[src/rtl/pcb_read_arbiter.sv]
// Shares the PCB read port among NUM_REQ read controllers (round-robin) and routes returned data
// back through an in-order tag FIFO. Optional build macro: PCB_RD_ARB_HOST_PRIO_EN (host wins outright).
module pcb_read_arbiter #(
    parameter int NUM_REQ   = 5,
    parameter int TAG_DEPTH = 4,
    parameter int DATA_W    = 134
) (
    input  logic                  i_clk,
    input  logic                  i_rst_n,
    input  logic [NUM_REQ*16-1:0] iv_req_raddr,
    input  logic [NUM_REQ-1:0]    iv_req_rd,
    output logic [NUM_REQ-1:0]    ov_req_ack,
    output logic [15:0]           ov_pcb_raddr,
    output logic                  o_pcb_rd,
    input  logic                  i_pcb_raddr_ack,
    input  logic [DATA_W-1:0]     iv_pcb_rdata,
    input  logic                  i_pcb_rdata_valid,
    output logic [DATA_W-1:0]     ov_rdata,
    output logic [NUM_REQ-1:0]    ov_rdata_valid,
    output logic                  o_tag_err,
    output logic [15:0]           ov_grant_cnt
);

    localparam int IDX_W = (NUM_REQ > 1) ? $clog2(NUM_REQ) : 1;
    localparam int PTR_W = $clog2(TAG_DEPTH);
    localparam int CNT_W = PTR_W + 1;

`ifdef PCB_RD_ARB_HOST_PRIO_EN
    localparam bit HOST_PRIO = 1'b1;
`else
    localparam bit HOST_PRIO = 1'b0;
`endif

    typedef enum logic {
        ARB_IDLE = 1'b0,
        WAIT_ACK = 1'b1
    } state_t;

    typedef logic [IDX_W-1:0] idx_t;

    state_t             state;
    state_t             state_nxt;
    idx_t               rr_ptr;
    idx_t               grant_idx;
    idx_t               win_idx;
    logic               win_found;
    logic [15:0]        win_addr;
    logic [NUM_REQ-1:0] rr_req;
    logic               host_win;
    logic               host_grant;
    logic               grant_fire;
    logic               ack_fire;
    logic               push;
    logic               pop;
    logic [PTR_W-1:0]   wr_ptr;
    logic [PTR_W-1:0]   rd_ptr;
    logic [CNT_W-1:0]   tag_cnt;
    logic               tag_full;
    logic               tag_empty;
    idx_t               tag_mem [TAG_DEPTH];

    function automatic logic [NUM_REQ-1:0] onehot(input idx_t idx);
        logic [NUM_REQ-1:0] v;
        v = '0;
        for (int i = 0; i < NUM_REQ; i++) begin
            v[i] = (idx == idx_t'(i));
        end
        return v;
    endfunction

    function automatic idx_t next_idx(input idx_t idx);
        return (int'(idx) == NUM_REQ - 1) ? '0 : idx + 1'b1;
    endfunction

    // With host priority the host is taken out of the round-robin pass and never moves rr_ptr.
    assign host_win   = HOST_PRIO && iv_req_rd[NUM_REQ-1];
    assign rr_req     = HOST_PRIO ? (iv_req_rd & ~onehot(idx_t'(NUM_REQ - 1))) : iv_req_rd;
    assign host_grant = HOST_PRIO && (int'(grant_idx) == NUM_REQ - 1);

    assign tag_full  = (tag_cnt == CNT_W'(TAG_DEPTH));
    assign tag_empty = (tag_cnt == '0);

    // Winner search: first asserted requester at or after rr_ptr, wrapping modulo NUM_REQ.
    always_comb begin
        logic [IDX_W:0] pos;
        // NOTE: every always_comb output gets a default first so no path can infer a latch.
        win_found = 1'b0;
        win_idx   = '0;
        pos       = '0;
        if (host_win) begin
            win_found = 1'b1;
            win_idx   = idx_t'(NUM_REQ - 1);
        end else begin
            for (int i = 0; i < NUM_REQ; i++) begin
                pos = {1'b0, rr_ptr} + (IDX_W + 1)'(i);
                if (pos >= (IDX_W + 1)'(NUM_REQ)) begin
                    pos = pos - (IDX_W + 1)'(NUM_REQ);
                end
                if (!win_found && rr_req[pos[IDX_W-1:0]]) begin
                    win_found = 1'b1;
                    win_idx   = pos[IDX_W-1:0];
                end
            end
        end
    end

    always_comb begin
        win_addr = '0;
        for (int i = 0; i < NUM_REQ; i++) begin
            if (win_idx == idx_t'(i)) begin
                win_addr = iv_req_raddr[16*i +: 16];
            end
        end
    end

    // State register.
    // NOTE: sequential state uses non-blocking assignments so every flop samples pre-edge values.
    always_ff @(posedge i_clk or negedge i_rst_n) begin
        if (!i_rst_n) begin
            state <= ARB_IDLE;
        end else begin
            state <= state_nxt;
        end
    end

    // Next-state logic.
    always_comb begin
        state_nxt = state;
        unique case (state)
            ARB_IDLE: if (grant_fire)      state_nxt = WAIT_ACK;
            WAIT_ACK: if (i_pcb_raddr_ack) state_nxt = ARB_IDLE;
            default:                       state_nxt = ARB_IDLE;
        endcase
    end

    // Output decode; the full check uses the registered count, so a same-cycle pop cannot unblock a grant.
    always_comb begin
        grant_fire = (state == ARB_IDLE) && win_found && !tag_full;
        ack_fire   = (state == WAIT_ACK) && i_pcb_raddr_ack;
        push       = ack_fire;
        pop        = i_pcb_rdata_valid && !tag_empty;
    end

    // Request side: address/strobe to the PCB, ack back to the requester, round-robin pointer.
    always_ff @(posedge i_clk or negedge i_rst_n) begin
        if (!i_rst_n) begin
            o_pcb_rd     <= 1'b0;
            ov_pcb_raddr <= '0;
            grant_idx    <= '0;
            rr_ptr       <= '0;
            ov_req_ack   <= '0;
            ov_grant_cnt <= '0;
        end else begin
            ov_req_ack <= '0;
            if (state == ARB_IDLE) begin
                o_pcb_rd <= grant_fire;
                if (grant_fire) begin
                    ov_pcb_raddr <= win_addr;
                    grant_idx    <= win_idx;
                end else begin
                    ov_pcb_raddr <= '0;
                end
            end else if (ack_fire) begin
                o_pcb_rd     <= 1'b0;
                ov_req_ack   <= onehot(grant_idx);
                ov_grant_cnt <= ov_grant_cnt + 16'd1;
                if (!host_grant) begin
                    rr_ptr <= next_idx(grant_idx);
                end
            end
        end
    end

    // NOTE: tag storage is not reset; the pointers and count alone decide which entries are live.
    always_ff @(posedge i_clk) begin
        if (push) begin
            tag_mem[wr_ptr] <= grant_idx;
        end
    end

    // Pointers wrap naturally because TAG_DEPTH is a power of two.
    always_ff @(posedge i_clk or negedge i_rst_n) begin
        if (!i_rst_n) begin
            wr_ptr  <= '0;
            rd_ptr  <= '0;
            tag_cnt <= '0;
        end else begin
            if (push) begin
                wr_ptr <= wr_ptr + 1'b1;
            end
            if (pop) begin
                rd_ptr <= rd_ptr + 1'b1;
            end
            unique case ({push, pop})
                2'b10:   tag_cnt <= tag_cnt + 1'b1;
                2'b01:   tag_cnt <= tag_cnt - 1'b1;
                default: tag_cnt <= tag_cnt;
            endcase
        end
    end

    // Return side: registered data plus one-hot valid to the oldest outstanding requester.
    always_ff @(posedge i_clk or negedge i_rst_n) begin
        if (!i_rst_n) begin
            ov_rdata       <= '0;
            ov_rdata_valid <= '0;
            o_tag_err      <= 1'b0;
        end else begin
            ov_rdata_valid <= '0;
            if (pop) begin
                ov_rdata       <= iv_pcb_rdata;
                ov_rdata_valid <= onehot(tag_mem[rd_ptr]);
            end
            if (i_pcb_rdata_valid && tag_empty) begin
                o_tag_err <= 1'b1;
            end
        end
    end

endmodule

[config.mk]
export PLATFORM = sky130hd
export DESIGN_NAME = pcb_read_arbiter
export DESIGN_NICKNAME = d
export VERILOG_FILES = /design/src/rtl/pcb_read_arbiter.sv
export SDC_FILE = /design/constraint.sdc
export NUM_CORES = 1
export LEC_CHECK = 0
export ABC_AREA = 0
export BUFFER_PORTS_ARGS = -buffer_cell sky130_fd_sc_hd__buf_2
export CAP_MARGIN = 20
export CORE_MARGIN = 5
export CORE_UTILIZATION = 30
export DETAILED_ROUTE_END_ITERATION = 6
export GPL_TIMING_DRIVEN = 0
export PLACE_DENSITY = 0.62
export SLEW_MARGIN = 20
export SYNTH_ARGS = -nofsm -noshare
export SYNTH_HDL_FRONTEND = slang
export SYNTH_SLANG_ARGS = --single-unit
[constraint.sdc]
create_clock -name i_clk -period 5.2 [get_ports i_clk]
set_clock_uncertainty 0.15 [all_clocks]
set_input_delay 0 -clock i_clk [delete_from_list [all_inputs] [get_ports i_clk]]
set_output_delay 0 -clock i_clk [all_outputs]
set_load 0.01 [all_outputs]
==> metrics <==
status=finished clean; clock buffer depth=3; top-count cell post-synth=nand2_1; Flop pwr share=between 20% and 30%; largest net degree at the start of global routing=97; Pint=5.28 mW; ys flop type=dfrtp_1; Die Y=188 um; Max rail drop VDD=441 uV; FFs w/ async S/R, synth=~94%; Worst slew margin=about two fifths; crit end category=register; I/O Pins=between 400 and 500; initial antenna violation count=1; worst-margin pin slew=between 0.8 and 0.9 ns; WP data required=roughly 5.5 ns; HPWL Detailed=between 20000 and 25000 um; Worst-Skew Late Latency=~0.52 ns; top cells by area, synth=dfrtp_1, nand2_1, mux2i_1; Post-CTS Setup Inserts=0; Pre-antenna DRT Iters=5; P_leak=just under 8 nW; final period demand of the worst path=roughly 4.9 ns; Synth Area per Inst=9.83 sq um; core box area=roughly 0.031 sq mm; chip width=roughly 190 um; post-synth top area share=between 50% and 60%; final setup violation count=0; fin worst setup slack=between 0.2 and 0.3 ns; max-slew violations=0; Synth cell types=73; Synthesized Nets=approximately 1200; Crit path arrival time=between 5 and 6 ns; gr usage total=a little under a fifth; Area Growth Syn to Fin=53.6%; H-tree levels=1; input/output buffers=400; combinational fraction of design power=between 50% and 60%; Sw Pwr=3.64 mW; Seq/Total Area, Yosys=a little over half; Root Buffer=clkbuf_16; pwr dens=slightly above 600 mW/mm^2; gr ovfl total=0; Post-Syn Area=0.00954 sq mm; share of cells above drive strength 1=approximately 32%; die area=between 0.03 and 0.04 sq mm; number of synthesized flops with an enable pin=12; Final period util=a little over nine tenths; Worst Setup Start Kind=register; first-pass GRT wire length=roughly 53000 um; Hold/Removal Path Class=input pin to register; clk sink count=around 200; crit-path max FO=10; synth cell count leaders=nand2_1, dfrtp_1, mux2i_1, clkbuf_1; RSZ-0062 raised after global routing=no; CTS tree=built; 1st-iter DRT viols=380; pre-CTS setup slack=about 0.74 ns; Clock transition at path regs=around 0.060 ns; Residual DRC=0; cell count after synthesis=roughly 1000; Max Cap Viol=0; area of the multi-input gates=~0.0041 sq mm; post-synth top area cell=dfrtp_1; Routed WL=about 35000 um; routed len/inst=approximately 17 um; vias in the first global route=9732; #FFs+latches synth=204; fmax=around 200 MHz; ANT nets after route=0; Ys Warns=0; Hold Fails Final Rpt=0; cell row count=between 60 and 70; drt via density=4.66; Clk pwr share=a little under a fifth; switch share=between 40% and 50%; post-route setup TNS=0 ns; Initial Util=30.3%; final RePlAce weighted congestion=0.871; Layout fillers=just under 3000; critical path class=register to register; Via Count=9278; Final #Nets=roughly 1800; total clock buffers created by CTS=25; Reg area=around 0.0052 sq mm
## cell families (layout without fill, tap and decap cells)
logic type / after synthesis / count (layout) / share of synthesized area [%]
other cells: 0 / 1 / 0
buf+inv: 66 / 684 / 3.16
fa+ha+maj: 21 / 21 / 2.91
mux: 49 / 49 / 5.77
simple gates: 515 / 515 / 23.0
xor+xnor: 26 / 26 / 2.39
flops: 204 / 204 / 54.1
compound gates: 90 / 90 / 8.61
## final timing paths
check / to / slack [ns] / cells after the start / from
min in group asynchronous: ov_rdata[61] / 0.45 / 4 / i_rst_n
worst max-delay path: ov_pcb_raddr[13] / 0.29 / 16 / rr_ptr[0]
max in group asynchronous: rd_ptr[0] / 3.95 / 4 / i_rst_n
worst max register to register: ov_pcb_raddr[13] / 0.29 / 16 / rr_ptr[0]
worst min-delay path: ov_rdata[59] / 0.06 / 4 / iv_pcb_rdata[59]
worst min register to register: o_tag_err / 0.30 / 1 / o_tag_err
## state kept, by name, summed over array words and instances (netlist names)
| signal | count |
|---|---|
| tag_mem | 12 |
| ov_rdata | 134 |
| o_tag_err | 1 |
| state | 1 |
| ov_req_ack | 5 |
| wr_ptr | 2 |
| ov_rdata_valid | 5 |
| tag_cnt | 3 |
| ov_pcb_raddr | 16 |
| rr_ptr | 3 |
| o_pcb_rd | 1 |
| grant_idx | 3 |
| ov_grant_cnt | 16 |
| rd_ptr | 2 |
## layout by cell type (no fill, tap or decap), types with 6 or more instances in the layout
cell type	Yosys	final
nand2_1	423	423
buf_2	7	405
dfrtp_1	192	192
dlygate4sd3_1	0	170
mux2i_1	39	39
clkbuf_1	28	30
clkbuf_16	0	26
inv_1	19	19
xnor2_1	19	19
ha_1	19	19
nor2_1	18	18
and3_1	12	12
o21ai_0	12	12
edfxtp_1	12	12
nor2b_1	10	10
nand3_1	10	10
o221ai_2	10	10
a22oi_1	9	9
a21oi_1	9	9
a22oi_2	9	9
nand4_1	7	7
xor2_1	7	7
nor3_1	6	6
o221ai_1	6	6
clkbuf_8	0	6
## critical path: stages, from the launching register on
cell,delay (ns)
dfrtp_1,0.47
buf_6,0.19
inv_1,0.24
ha_1,0.20
inv_1,0.05
fa_1,0.43
a21oi_4,0.25
mux2_2,0.36
or3_4,0.36
nand3_1,0.13
a211oi_1,0.05
o21ai_0,0.30
o2bb2ai_2,0.28
buf_4,0.32
mux2i_1,0.30
o221ai_2,0.13
dlygate4sd3_1,0.56
## per-layer routing
| metal | part of all wire (%) | track usage, % | vias up |
|---|---|---|---|
| met4 | 3.9 | 6.73 | 0 |
| li1 | - | - | 4426 |
| met2 | 51 | 33.9 | 366 |
| met3 | 6.9 | 4.08 | 80 |
| met1 | 38 | 21.1 | 4406 |
| met5 | 0 | 0 | - |
## power by group through the flow
stage | Combinational, mW | Clock, mW | Sequential, mW
final | 4.76 | 1.70 | 2.46
after global routing | 5.21 | 1.82 | 2.53
after CTS | 4.77 | 1.76 | 2.46
after detailed placement | 4.35 | 0 | 2.48
after global placement | 4.26 | 0 | 2.47
after floorplan | 2.75 | 0 | 2.66
## stage by stage
stage	power, mW	hold slack [ns]	std cells	util (%)	cell area [sq um]
after floorplan	5.41	-0.446	971	-	9540
after global placement	6.73	0.0397	1773	38.3	12000
after detailed placement	6.83	-0.212	1775	38.5	12100
after CTS	8.98	0.0235	1991	46.6	14700
after global routing	9.55	0.0447	1992	46.6	14700
final	8.92	0.0615	1992	46.6	14700
## timing repair
item	4_1_cts	5_1_grt
hold buffers	171	0
gates resized for setup	0	2
hold endpoints to repair	360	0
setup endpoints to repair	0	9
## layout make-up
cell class	count	area share (%)
buffer	47	1.59
timing repair buffer	573	25.9
antenna	1	0.0171
clock buffer	34	5.05
sequential	204	35.2
tap	402	3.43
multi-input combinational	701	27.8
clock inverter	11	0.503
inverter	19	0.486
Note: power is estimated with default switching activity, not from simulation.
